$ cat src/rtl/player_mover.sv
// Maze player-position controller: takes one move request at a time, bounds-checks
// the candidate position, then tests it against three static obstacles (one per
// cycle) before committing or rejecting it. Flags arrival inside the door rectangle.
// Optional build macro: PLAYER_WRAP_EN (horizontal moves wrap around the screen).
module player_mover #(
  parameter int unsigned STEP        = 10,
  parameter int unsigned PLAYER_SIZE = 20,
  parameter int unsigned SCREEN_W    = 800,
  parameter int unsigned SCREEN_H    = 600,
  parameter int unsigned START_X     = 10,
  parameter int unsigned START_Y     = 500,
  parameter int unsigned OBST_SCALE  = 100,
  parameter int unsigned OBST_SIDE   = 100,
  parameter int unsigned DOOR_X      = 700,
  parameter int unsigned DOOR_Y      = 240,
  parameter int unsigned DOOR_W      = 80,
  parameter int unsigned DOOR_H      = 140
) (
  input  logic        pclk,
  input  logic        rst,
  input  logic        move_valid,
  input  logic [1:0]  move_dir,
  output logic        move_ready,
  input  logic [17:0] st_obst_xy,
  output logic [10:0] xpos,
  output logic [10:0] ypos,
  output logic        move_done,
  output logic        move_blocked,
  output logic        at_door,
  output logic [15:0] move_count
);

  localparam int unsigned PW = 11;
  localparam int unsigned WW = 12;

  typedef enum logic [2:0] {
    S_IDLE, S_CALC, S_CHK0, S_CHK1, S_CHK2, S_COMMIT, S_REJECT
  } state_t;

  state_t          state_q, state_d;
  logic [1:0]      dir_q;
  logic [PW-1:0]   obst_x_q [3];
  logic [PW-1:0]   obst_y_q [3];
  logic [PW-1:0]   cx_q, cy_q;
  logic [PW-1:0]   xpos_q, ypos_q;
  logic [15:0]     move_count_q;
  logic            move_done_q, move_blocked_q, at_door_q;

  logic            accept_c, done_c, blocked_c, commit_c;
  logic [PW-1:0]   cand_x_c, cand_y_c;
  logic            bound_blk_c;
  logic [PW-1:0]   ox_c, oy_c;
  logic            overlap_c;
  logic            door_hit_c;

  assign xpos         = xpos_q;
  assign ypos         = ypos_q;
  assign move_done    = move_done_q;
  assign move_blocked = move_blocked_q;
  assign at_door      = at_door_q;
  assign move_count   = move_count_q;

  // State register
  always_ff @(posedge pclk) begin
    if (rst) state_q <= S_IDLE;
    else     state_q <= state_d;
  end

  // Next-state logic
  always_comb begin
    state_d = state_q;
    case (state_q)
      S_IDLE:   if (accept_c) state_d = S_CALC;
      S_CALC:   state_d = bound_blk_c ? S_REJECT : S_CHK0;
      S_CHK0:   state_d = overlap_c ? S_REJECT : S_CHK1;
      S_CHK1:   state_d = overlap_c ? S_REJECT : S_CHK2;
      S_CHK2:   state_d = overlap_c ? S_REJECT : S_COMMIT;
      S_COMMIT: state_d = S_IDLE;
      S_REJECT: state_d = S_IDLE;
      default:  state_d = S_IDLE;
    endcase
  end

  // State-decoded outputs and request handshake
  always_comb begin
    move_ready = (state_q == S_IDLE) && !at_door_q;
    accept_c   = move_valid && move_ready;
    commit_c   = (state_q == S_COMMIT);
    blocked_c  = (state_q == S_REJECT);
    done_c     = commit_c || blocked_c;
  end

  // Candidate position and screen-bounds check (unsigned, no underflow)
  always_comb begin
    cand_x_c    = xpos_q;
    cand_y_c    = ypos_q;
    bound_blk_c = 1'b0;
    case (dir_q)
      2'd0: begin
        if (ypos_q < PW'(STEP)) bound_blk_c = 1'b1;
        else                    cand_y_c    = ypos_q - PW'(STEP);
      end
      2'd1: begin
        if (WW'(ypos_q) + WW'(STEP + PLAYER_SIZE) > WW'(SCREEN_H)) bound_blk_c = 1'b1;
        else                                                        cand_y_c    = ypos_q + PW'(STEP);
      end
      2'd2: begin
        if (xpos_q < PW'(STEP)) begin
`ifdef PLAYER_WRAP_EN
          cand_x_c = PW'(SCREEN_W - PLAYER_SIZE);
`else
          bound_blk_c = 1'b1;
`endif
        end else begin
          cand_x_c = xpos_q - PW'(STEP);
        end
      end
      default: begin
        if (WW'(xpos_q) + WW'(STEP + PLAYER_SIZE) > WW'(SCREEN_W)) begin
`ifdef PLAYER_WRAP_EN
          cand_x_c = '0;
`else
          bound_blk_c = 1'b1;
`endif
        end else begin
          cand_x_c = xpos_q + PW'(STEP);
        end
      end
    endcase
  end

  // Overlap test of the registered candidate against the obstacle for this CHK state
  always_comb begin
    case (state_q)
      S_CHK1:  begin ox_c = obst_x_q[1]; oy_c = obst_y_q[1]; end
      S_CHK2:  begin ox_c = obst_x_q[2]; oy_c = obst_y_q[2]; end
      default: begin ox_c = obst_x_q[0]; oy_c = obst_y_q[0]; end
    endcase
    overlap_c = (WW'(cx_q) < WW'(ox_c) + WW'(OBST_SIDE)) &&
                (WW'(cx_q) + WW'(PLAYER_SIZE) > WW'(ox_c)) &&
                (WW'(cy_q) < WW'(oy_c) + WW'(OBST_SIDE)) &&
                (WW'(cy_q) + WW'(PLAYER_SIZE) > WW'(oy_c));
    door_hit_c = (cx_q >= PW'(DOOR_X)) &&
                 (WW'(cx_q) + WW'(PLAYER_SIZE) <= WW'(DOOR_X + DOOR_W)) &&
                 (cy_q >= PW'(DOOR_Y)) &&
                 (WW'(cy_q) + WW'(PLAYER_SIZE) <= WW'(DOOR_Y + DOOR_H));
  end

  // Request latch, obstacle snapshot, candidate capture and commit
  always_ff @(posedge pclk) begin
    if (rst) begin
      dir_q          <= '0;
      cx_q           <= '0;
      cy_q           <= '0;
      xpos_q         <= PW'(START_X);
      ypos_q         <= PW'(START_Y);
      move_count_q   <= '0;
      move_done_q    <= 1'b0;
      move_blocked_q <= 1'b0;
      at_door_q      <= 1'b0;
      for (int i = 0; i < 3; i++) begin
        obst_x_q[i] <= '0;
        obst_y_q[i] <= '0;
      end
    end else begin
      move_done_q    <= done_c;
      move_blocked_q <= blocked_c;
      if (accept_c) begin
        dir_q <= move_dir;
        for (int i = 0; i < 3; i++) begin
          obst_x_q[i] <= PW'(st_obst_xy[17-6*i -: 3]) * PW'(OBST_SCALE);
          obst_y_q[i] <= PW'(st_obst_xy[14-6*i -: 3]) * PW'(OBST_SCALE);
        end
      end
      if (state_q == S_CALC) begin
        cx_q <= cand_x_c;
        cy_q <= cand_y_c;
      end
      if (commit_c) begin
        xpos_q <= cx_q;
        ypos_q <= cy_q;
        if (move_count_q != 16'hFFFF) move_count_q <= move_count_q + 16'd1;
        if (door_hit_c) at_door_q <= 1'b1;
      end
    end
  end

endmodule
$ cat config.mk
export PLATFORM = sky130hd
export DESIGN_NAME = player_mover
export DESIGN_NICKNAME = d
export VERILOG_FILES = /design/src/rtl/player_mover.sv
export SDC_FILE = /design/constraint.sdc
export NUM_CORES = 1
export LEC_CHECK = 0
export BUFFER_PORTS_ARGS = -buffer_cell sky130_fd_sc_hd__buf_4
export CORE_UTILIZATION = 45
export DETAILED_ROUTE_END_ITERATION = 10
export HOLD_SLACK_MARGIN = 0.08
export MAX_ROUTING_LAYER = met4
export PLACE_DENSITY = 0.73
export SETUP_SLACK_MARGIN = 0.5
export SYNTH_ARGS = -nofsm -noshare
export SYNTH_HDL_FRONTEND = slang
export SYNTH_SLANG_ARGS = --single-unit
$ cat constraint.sdc
create_clock -name pclk -period 3.5 [get_ports pclk]
set_input_delay 0 -clock pclk [delete_from_list [all_inputs] [get_ports pclk]]
set_output_delay 0 -clock pclk [all_outputs]
set_load 0.05 [all_outputs]
* Yosys cells after proc, flatten, opt, wreduce, memory -nomap -nowiden
Memories as Yosys holds them, arrays and structs flattened. Cells that the tools add are included.
Word-level totals: register bits after elaboration 68, RAM bits 48, input bits 23, output and inout port bits 42, memories kept 2
Memories:
- obst_x_q | depth 3, width 8, read ports 3, clocked after memory_dff 0, wr ports 3, line 42 | logic [PW-1:0] obst_x_q [3];
- obst_y_q | depth 3, width 8, read ports 3, clocked after memory_dff 0, wr ports 3, line 43 | logic [PW-1:0] obst_y_q [3];
Operators by class: add/subtract/negate cells 11, $mul 6, order comparisons 12, equal/unequal tests 10, mux-type cells 30, bitwise logic cells 6, reductions and logical operators 15
Operator list (count):
- $pmux 11 s2 | 4
- $add 11x5->12 const B | 4
- $mul 3x5->8 const B | 6
- $mux 8 | 6
- $mux 11 | 4
- $add 11x7->12 const B | 2
- $gt 12x10->1 const B | 2
- $gt 12x11->1 | 2
- $lt 11x12->1 | 2
- $add 11x4->11 const B | 2
- $lt 11x4->1 const B | 2
- $sub 11x4->11 const B | 2
- $add 16x1->16 const B | 1
- $ne 16x16->1 const B | 1
- $pmux 3 s5 | 1
- $le 12x10->1 const B | 1
- $le 12x9->1 const B | 1
- $ge 11x10->1 const B | 1
- $ge 11x8->1 const B | 1
- $eq 3x3->1 const B | 3
- $mux 1 | 9
- $mux 3 | 3
- $logic_and 1x1->1 | 8
- $eq 3x2->1 const B | 2
- 13 further kinds | 20

* Logic depth before layout (Yosys ltp)
Gate-level depths: netlist (run 1).
depth in word-level cells 9, gate-level depth with buffers 19

* Worst setup path after synthesis (run 1)
Ideal clock, no wire load.
path kind reg-to-reg, from register state_q[0], to memory obst_x_q[0][10] (netlist bit), enable pin, library setup time 400 ps, arrival 3328 ps, data required time 3100 ps, path slack -228 ps, cell stages (with the launch flop) 6, cells stage by stage dfxtp_1 > buf_2 > or2_2 > nor3_1 > nand2_1 > nand2_1
RTL lines:
- start: declaration | line 40 | state_t state_q, state_d;
- start signal: assignment | line 66 | else state_q <= state_d;
- end: declaration | line 42

* Worst setup path after layout (run 1)
from register state_q[1], to register state_q[1]
Between the ends: word-level cells in the longest chain between the ends 9, elaborated cells between the ends (all ways) 22, classes of those cells add/sub: 2; order compare: 4; eq/ne: 5; mux: 5; reduce/logical: 6
RTL lines:
- $eq 3x3->1 or $eq 3x2->1 (tied branches) | line 72, 134
- $pmux 11 s2 | line 134 | case (state_q)
- $add 11x7->12 | line 139 | overlap_c = (WW'(cx_q) < WW'(ox_c) + WW'(OBST_SIDE)) &&
- $lt 11x12->1 | line 139
- $logic_and 1x1->1 | line 139
- $logic_and 1x1->1 | line 140 | (WW'(cx_q) + WW'(PLAYER_SIZE) > WW'(ox_c)) &&
- $logic_and 1x1->1 | line 141 | (WW'(cy_q) < WW'(oy_c) + WW'(OBST_SIDE)) &&
- $mux 2, on equally long branches | line 77, 76
- $pmux 3 s5 | line 72 | case (state_q)
Parallel ways exist; a longest one is shown, timed or not. A chain may end at the register's enable or synchronous reset.

==> out/results.txt, run 1 <==
Switching share of total power = 40.7%
Core ar. = 0.0166 sq mm
Top Ports = 65
Rel. slew slack = 37.3%
Clock slew seen by the registers of the worst setup and hold paths = 0.08 ns
Max Slew Vio Count = 0
Post-DRT Antenna Nets = 0
Die area = 0.0176 sq mm
Top-area cell type share of the netlist area = 17.7%
CTS tree = built
Max cap viols = 0
CP dominant cell by count = a31oi_1
Hold Violations, Final = 0
Syn avg cell area = 8.62 sq um
Layout Area Growth over Synthesis = 19.0%
Vias in the first global route = 6344
H-tree depth = 3
Worst Setup SP = state_q[1]
Async S/R FF share, synth = 0%
Starting density of the core = 46.3%
Synth Instances = 890
Final Setup Violations = 0
Area leader, netlist = dfxtp_1
Worst Path Arrival = 3.28 ns
Initial antenna violation count = 0
RSZ-0062 raised after global routing = yes
Nets = 1053
Total Neg Setup Slack = 0 ns
Status = complete, no violations
Non-filler instance count after layout = 1182
CP max-delay cell = dfxtp_4
Internal Power = 3.29 mW
Total routed wirelength = 18.8 mm
Commonest cells after routing, fill and taps aside = 91 x nand2_1, 91 x buf_4, 70 x ha_1
First-pass GRT wire length = 31.2 mm
Worst-margin pin slew = 0.941 ns
Post-synthesis register bit count = 110
Vias per inst = 5.80
Final worst-path cycle share = 85.7%
Ys flop type = dfxtp_1
Clock latency at the later pin of the worst-skew pair = 0.36 ns
Routability cong. = 0.930
Largest net degree at the start of global routing = 55
Layout cell share with drive strength beyond 1 = 16.0%
Grt total ovfl = 0
Worst r2r src = state_q[1]
Critical path data required time = 3.78 ns
Routed via count = 6851
Post-layout util = 55.0%
Rows = 47
Post-DP HPWL = 13.5 mm
Drt first-iter violations = 500
Sequential power share = 34.1%
CP Class = flop to flop
Placed Instance Area = 0.00841 sq mm
Worst path cell trace = nor2b_4, buf_6, a22oi_2, o22ai_1, a31oi_1, inv_1, ha_4, inv_4, nor2_2, o21bai_1, xnor2_1, ha_1, o211ai_1, a21oi_1, a211o_1, a211oi_2, o2111ai_1, a31oi_1
Hold Crit Class = input port to flop
EDFF count, synth = 42
Clock share of power = 19.6%
Chip Height = 133 um
Synthesis Warnings = 0
Placed instance count = 1139
Post-Route Skew = 0.0110 ns
Netlist Area Pre-Place = 0.00767 sq mm
IO buf count = 64
Syn_nets = 986
Clock root cell = clkbuf_16
Routed WL per cell = 15.9 um
CP delay by family, top = compound AO/OA/AOI/OAI gates
N_diodes = 0
Leak = 3.62 nW
Worst path max stage delay = 0.37 ns
CTS Buf Count = 9
Comb power frac = 46.3%
CP Launch Type = flop
Worst Path Buf+Inv = 3
CP Capture Type = flop
DRT Pass-1 Iters = 5
Total power = 5.55 mW
Layout filler cell count = 1502
Bufs on Longest Clock Path = 2
Tot GR Track Use = 22.5%
Register area share after synthesis = 34.2%
Fin crit period = 3.00 ns
R2R Setup Slk = 0.50 ns
PwrDens = 609 mW/mm^2
CP max FO = 5
Die Wd = 133 um
# DRC = 0
Max IR drop VDD = 0.363 mV
Largest cells by area after synthesis = dfxtp_1 18%, edfxtp_1 16%, ha_1 12%
F_max = 334 MHz
Final instance area = 0.00913 sq mm
Switching power = 2.26 mW
Clock sinks = 110
Synth cell types = 76
Worst hold start = rst
==> registers in the layout, summed over array words and instances (netlist names) <==
register / count
at_door: 1
cx_q: 11
cy_q: 11
dir_q: 2
move_blocked: 1
move_count: 16
move_done: 1
obst_x_q: 21
obst_y_q: 21
state_q: 3
xpos: 11
ypos: 11
==> power by group through the flow <==
| stage | Combinational (mW) | Sequential (mW) | Clock, mW |
|---|---|---|---|
| after floorplan | 1.81 | 1.80 | 0 |
| after global placement | 2.32 | 1.90 | 0 |
| after detailed placement | 2.36 | 1.90 | 0 |
| after CTS | 2.54 | 1.89 | 1.11 |
| after global routing | 2.89 | 1.92 | 1.15 |
| final | 2.57 | 1.89 | 1.09 |
==> layer usage <==
metal / GRT usage, % / up-vias / share of wire, %
met5: - / - / 0
li1: - / 3396 / -
met4: 6.58 / 0 / 1.6
met1: 30.2 / 3270 / 48
met3: 4.06 / 26 / 4.2
met2: 34.7 / 159 / 47
==> cell type report <==
| type | instances | area (sq um) | share of cell area [%] |
|---|---|---|---|
| clock buffer | 9 | 225 | 2.47 |
| sequential | 110 | 2630 | 28.8 |
| tap | 220 | 275 | 3.02 |
| timing repair buffer | 116 | 946 | 10.4 |
| clock inverter | 7 | 83.8 | 0.919 |
| multi-input combinational | 684 | 4820 | 52.9 |
| inverter | 36 | 140 | 1.54 |
==> worst register-to-register path, cell delays in order, from the launching register on <==
cell,delay (ns)
dfxtp_4,0.37
nor2b_4,0.13
buf_6,0.12
a22oi_2,0.11
o22ai_1,0.08
a31oi_1,0.19
inv_1,0.11
ha_4,0.17
inv_4,0.05
nor2_2,0.03
o21bai_1,0.16
xnor2_1,0.10
ha_1,0.30
o211ai_1,0.08
a21oi_1,0.06
a211o_1,0.25
a211oi_2,0.25
o2111ai_1,0.15
a31oi_1,0.18
==> worst paths after layout <==
path / endpoint / cells after the start
setup / recovery: state_q[1] / 18
hold reg to reg: cx_q[0] / 2
setup reg to reg: state_q[1] / 18
hold / removal: move_count[10] / 2
==> logic make-up after synthesis <==
family	count (synthesis)	share of synthesized area (%)
buffers and inverters	96	5.25
multiplexers	11	1.52
AND/OR/NAND/NOR	332	22.2
XOR/XNOR	43	4.91
adder cells (fa/ha/maj)	73	11.9
AO/OA/AOI/OAI	225	20.0
flip-flops	110	34.2
==> Yosys cell counts (7+ instances only) <==
cell and count:
nor2_1 65, and3_1 9, a211oi_1 9, a21oi_1 40
a31oi_1 19, nor2b_1 15, o22ai_1 14, nor3_1 21
o21ai_0 39, nand4_1 13, nand2_1 93, mux2i_1 8
and2_1 37, nand3_1 27, or3_1 8, ha_1 73
edfxtp_1 42, a22oi_1 25, nor4_1 7, clkbuf_1 44
o31ai_1 7, dfxtp_1 68, xor2_1 13, inv_1 35
xnor2_1 30, o21a_1 12
==> repair_timing <==
| item | in CTS | in global routing |
|---|---|---|
| pin swaps | 14 | 9 |
| hold endpoints to repair | 30 | 0 |
| gates resized for setup | 29 | 3 |
| hold buffers | 22 | 0 |
| buffers inserted | 4 | 1 |
| setup endpoints to repair | 3 | 9 |
==> through the flow <==
| step | hold WS (ns) | worst slack (ns) |
|---|---|---|
| final | 0.129 | 0.502 |
| after global routing | 0.142 | 0.258 |
| after CTS | 0.116 | 0.436 |
| after detailed placement | 0.279 | 0.238 |
| after global placement | 0.276 | 0.313 |
| after floorplan | 0.148 | 0.511 |
(Power assumes the default switching activity.)
==> inputs of run 2 (changes only) <==
CELL_PAD_IN_SITES_DETAIL_PLACEMENT = 1   (was unset)
CELL_PAD_IN_SITES_GLOBAL_PLACEMENT = 2   (was unset)
CORE_UTILIZATION = 34   (was 45)
PLACE_DENSITY = 0.85   (was 0.73)
SETUP_SLACK_MARGIN = 0.05   (was 0.5)
==> out/results.txt, run 2 (synthesis results as in run 1) <==
Worst Path Arrival = 3.51 ns (+0.23 ns)
RSZ-0062 raised after global routing = yes
Critical path data required time = 3.79 ns (about the same)
Hold Violations, Final = 0 (unchanged)
Initial antenna violation count = 0 (unchanged)
H-tree depth = 3 (unchanged)
IO buf count = 64 (unchanged)
DRT Pass-1 Iters = 7 (+2)
Clock root cell = clkbuf_16
Total routed wirelength = 22.4 mm (+19%)
Core ar. = 0.0220 sq mm (+32%)
Non-filler instance count after layout = 1247 (+5.5%)
Largest net degree at the start of global routing = 55 (unchanged)
Worst-margin pin slew = 0.662 ns (-0.279 ns)
Chip Height = 152 um (+15%)
Fin crit period = 3.22 ns (+0.222 ns)
Placed instance count = 1208 (+6.1%)
Final worst-path cycle share = 92.0% (+6.3 points)
Total power = 5.54 mW (-0.20%)
Rows = 54 (+15%)
Clock slew seen by the registers of the worst setup and hold paths = 0.08 ns (about the same)
CP Launch Type = flop
Post-DP HPWL = 16.3 mm (+21%)
Tot GR Track Use = 20.5% (-2.1 points)
CP Class = flop to flop
Hold Crit Class = input port to flop
Routed WL per cell = 18.0 um (+13%)
Routed via count = 6858 (+0.10%)
Most common cell after layout, fill and taps aside = buf_4
First-pass GRT wire length = 37.2 mm (+19%)
Vias per inst = 5.50 (-5.1%)
Final WS setup = 0.280 ns (-0.222 ns)
Total Neg Setup Slack = 0 ns (unchanged)
Post-DRT Antenna Nets = 0 (unchanged)
Layout cell share with drive strength beyond 1 = 14.9% (-1.1 points)
Vias in the first global route = 6942 (+9.4%)
CTS tree = built
Die Wd = 152 um (+15%)
Grt total ovfl = 0 (unchanged)
Final Setup Violations = 0 (unchanged)
CP max FO = 23 (+18)
Leak = 3.62 nW (-0.18%)
Violated checks = design-rule violations
PwrDens = 609 mW/mm^2 (about the same)
Rel. slew slack = 55.4% (+18 points)
Placed Instance Area = 0.00850 sq mm (+1.1%)
Bufs on Longest Clock Path = 2 (unchanged)
Max Slew Vio Count = 0 (unchanged)
CTS Buf Count = 9 (unchanged)
Commonest cells after routing, fill and taps aside = 96 x buf_4, 92 x nand2_1, 73 x ha_1
Clock sinks = 110 (unchanged)
Status = finished, violations left
Max IR drop VDD = 0.331 mV (-8.9%)
Nets = 1058 (+0.47%)
Drt first-iter violations = 399 (-20%)
Max cap viols = 0 (unchanged)
Post-Route Skew = 0.0109 ns (-0.0000703 ns)
Starting density of the core = 34.9% (-11 points)
Final instance area = 0.00910 sq mm (-0.29%)
Hold_ws = 0.125 ns (-0.00409 ns)
Layout Area Growth over Synthesis = 18.6%
# DRC = 2 (+2)
CP Capture Type = flop
Die area = 0.0232 sq mm (+32%)
Post-Place Worst Slack = 0.0303 ns (-0.208 ns)
Top Ports = 65 (unchanged)
Clock latency at the later pin of the worst-skew pair = 0.37 ns (about the same)
N_diodes = 0 (unchanged)
Routability cong. = 0.855 (-8.0%)
F_max = 311 MHz (-6.9%)
Post-layout util = 41.4% (-14 points)
-- run 2: changes by cell type in the layout (fill, tap and decap cells not counted), moves of 3 or more --
| cell | delta |
|---|---|
| buf_4 | +5 |
| a22oi_1 | +3 |
| a22oi_2 | -3 |
| ha_1 | +3 |
-- run 2: timing repair --
item                       CTS  global route
hold buffers                22             0
gates resized for setup      3            18
setup endpoints to repair    3             3
pin swaps                    0             4
hold endpoints to repair    32             0
buffers inserted             0             1
-- run 2: power breakdown --
part | internal [mW] | total (mW) | switching (mW)
Clock | 0.495 | 1.03 | 0.537
Sequential | 1.60 | 1.88 | 0.276
Combinational | 1.10 | 2.63 | 1.53
Total | 3.20 | 5.54 | 2.34
-- run 2: final timing paths --
kind	from	to	slack [ns]	cells past startpoint
max	state_q[2]	state_q[2]	0.28	16
min	move_valid	state_q[0]	0.13	3
max reg2reg	state_q[2]	state_q[2]	0.28	16
min reg2reg	cy_q[0]	ypos[0]	0.50	2
-- run 2: worst max-delay path: stages (launching register included) --
cell     delay [ns]
dfxtp_2        0.35
inv_1          0.27
buf_6          0.26
o22ai_1        0.11
a31oi_1        0.20
inv_1          0.10
ha_1           0.28
inv_1          0.04
ha_1           0.25
nor2b_1        0.13
o21a_1         0.15
o21ai_0        0.14
a21oi_1        0.10
o31ai_2        0.31
buf_4          0.18
a41oi_1        0.12
o21ai_0        0.16
-- run 2: cell type report --
type / instances / area [sq um]
Clock buffer: 9 / 225
Sequential cell: 110 / 2630
Fill cell: 2583 / 12900
Inverter: 36 / 135
Clock inverter: 7 / 55.1
Multi-Input combinational cell: 684 / 4730
Tap cell: 280 / 350
Timing Repair Buffer: 121 / 975
-- run 2: routing by layer --
metal  GRT usage [%]  share of wire, %
met4            4.66              0.77
met3            3.56               3.1
met2            33.0                48
met5               -                 0
met1            26.7                48
==> inputs of run 3 (changes only) <==
==> constraint.sdc (replaced) <==
create_clock -name pclk -period 3.5 [get_ports pclk]
set_input_delay 0 -clock pclk [delete_from_list [all_inputs] [get_ports pclk]]
set_output_delay 0 -clock pclk [all_outputs]
set_load 0.1 [all_outputs]
==> out/results.txt, run 3 (synthesis results as in run 1) <==
Layout filler cell count = 2569 (-0.54%)
Core ar. = 0.0220 sq mm (unchanged)
Placed Instance Area = 0.00849 sq mm (-0.10%)
Clock latency at the later pin of the worst-skew pair = 0.36 ns (about the same)
Rows = 54 (unchanged)
Hold_ws = 0.120 ns (-0.00470 ns)
Total Neg Setup Slack = 0 ns (unchanged)
Vias in the first global route = 7034 (+1.3%)
DRT Pass-1 Iters = 7 (unchanged)
Chip Height = 152 um (unchanged)
CTS tree = built
Hold Violations, Final = 0 (unchanged)
Starting density of the core = 34.9% (unchanged)
CP Launch Type = flop
# DRC = 4 (+2)
Largest net degree at the start of global routing = 55 (unchanged)
Fin crit period = 3.17 ns (-0.0463 ns)
Post-layout util = 41.4% (about the same)
Max IR drop VDD = 0.425 mV (+28%)
Top Ports = 65 (unchanged)
Die Wd = 152 um (unchanged)
Final Setup Violations = 0 (unchanged)
CP max FO = 8 (-65%)
PwrDens = 621 mW/mm^2 (+2.0%)
Rel. slew slack = 57.0% (+1.6 points)
Leak = 3.62 nW (about the same)
Bufs on Longest Clock Path = 2 (unchanged)
Layout cell share with drive strength beyond 1 = 14.6% (-0.33 points)
First-pass GRT wire length = 37.4 mm (+0.58%)
Internal Power = 3.26 mW (+2.0%)
Max cap viols = 0 (unchanged)
Critical path data required time = 3.78 ns (about the same)
Clock share of power = 19.4% (+0.8 points)
Post-DP HPWL = 16.4 mm (+0.61%)
Drt first-iter violations = 385 (-3.5%)
Vias per inst = 5.58 (+1.5%)
Hold Crit Class = input port to flop
RSZ-0062 raised after global routing = no
Status = finished, violations left
Switching power = 2.39 mW (+1.9%)
Total routed wirelength = 22.5 mm (+0.61%)
Nets = 1059 (+0.095%)
Post-DRT Antenna Nets = 0 (unchanged)
Post-Route Skew = 0.0121 ns (+0.00113 ns)
F_max = 315 MHz (+1.5%)
Comb power frac = 47.5% (about the same)
CP Class = flop to flop
H-tree depth = 3 (unchanged)
N_diodes = 0 (unchanged)
IO buf count = 64 (unchanged)
Final worst-path cycle share = 90.7% (-1.3 points)
Grt total ovfl = 0 (unchanged)
Layout Area Growth over Synthesis = 18.6% (about the same)
Switching share of total power = 42.3% (about the same)
Initial antenna violation count = 0 (unchanged)
Clock sinks = 110 (unchanged)
CTS Buf Count = 9 (unchanged)
Tot GR Track Use = 20.5% (+0.061 points)
Final instance area = 0.00910 sq mm (about the same)
Commonest cells after routing, fill and taps aside = 99 x buf_4, 92 x nand2_1, 73 x ha_1
Max Slew Vio Count = 0 (unchanged)
Routed via count = 6964 (+1.5%)
Most common cell after layout, fill and taps aside = buf_4
Routability cong. = 0.883 (+3.3%)
Routed WL per cell = 18.1 um (+0.53%)
Worst Path Arrival = 3.46 ns (-0.05 ns)
Total power = 5.65 mW (+2.0%)
Die area = 0.0232 sq mm (unchanged)
Clock root cell = clkbuf_16
CP Capture Type = flop
Violated checks = design-rule violations
Sequential power share = 33.1% (-0.8 points)
Worst-margin pin slew = 0.628 ns (-0.0339 ns)
Clock slew seen by the registers of the worst setup and hold paths = 0.08 ns (about the same)
[run 3: cell count changes in the layout (fill, tap and decap cells not counted), moves of 2 or more]
cell and change:
a31oi_1 +2, a31oi_2 -2, buf_4 +3, buf_6 -2
clkinvlp_4 +2
[run 3: area by class of cell]
class,instances,area [sq um],area share (%)
multi-input cells,684,4710,51.7
flip-flops and latches,110,2620,28.8
repair buffers,122,975,10.7
well taps,280,350,3.85
clock buffers,9,225,2.48
inverters,36,139,1.53
clock inverters,7,78.8,0.866
[run 3: critical path, stage by stage, from the launching register on]
cell       delay, ns
dfxtp_1         0.35
nor2_1          0.29
buf_4           0.22
a22oi_1         0.09
o22ai_1         0.21
a31oi_2         0.08
buf_4           0.19
ha_1            0.18
o31ai_1         0.06
nand2_1         0.09
xnor2_1         0.13
ha_1            0.21
a211oi_1        0.23
o21ai_0         0.16
a211oi_2        0.23
o2111ai_1       0.17
a31oi_1         0.20
[run 3: metal layers]
metal | track usage (%) | share of wire [%] | vias up
met5 | - | 0 | -
met4 | 5.98 | 1.6 | 0
met3 | 2.47 | 2.5 | 19
met2 | 32.8 | 48 | 105
met1 | 27.2 | 48 | 3427
li1 | - | - | 3413
[run 3: path summary, 6_finish.rpt]
check | from | endpoint | slack [ns] | cells after the start
max reg2reg | state_q[1] | state_q[1] | 0.33 | 16
min reg2reg | cy_q[0] | cy_q[0] | 0.50 | 2
min | rst | move_count[10] | 0.12 | 2
max | state_q[1] | state_q[1] | 0.33 | 16
[run 3: what timing repair did]
action / 4_1_cts / 5_1_grt
hold endpoints to repair: 31 / 0
buffers inserted: 0 / 4
hold buffers: 22 / 0
gates cloned: 0 / 0
setup endpoints to repair: 1 / 3
resized for setup: 1 / 12
pin swaps: 0 / 1
[run 3: power by group through the flow]
stage | Clock (mW) | Sequential (mW) | Combinational [mW]
global route | 1.17 | 1.90 | 2.99
floorplan | 0 | 1.83 | 1.80
finish | 1.10 | 1.87 | 2.68
global placement | 0 | 1.88 | 2.50
CTS | 1.13 | 1.87 | 2.62
detailed placement | 0 | 1.89 | 2.57
[run 3: stage by stage]
step                setup slack [ns]  std cells
finish                         0.326       1248
global route                  0.0704       1248
CTS                           0.0613       1244
detailed placement             0.115       1206
global placement               0.183       1206
floorplan                      0.159        890
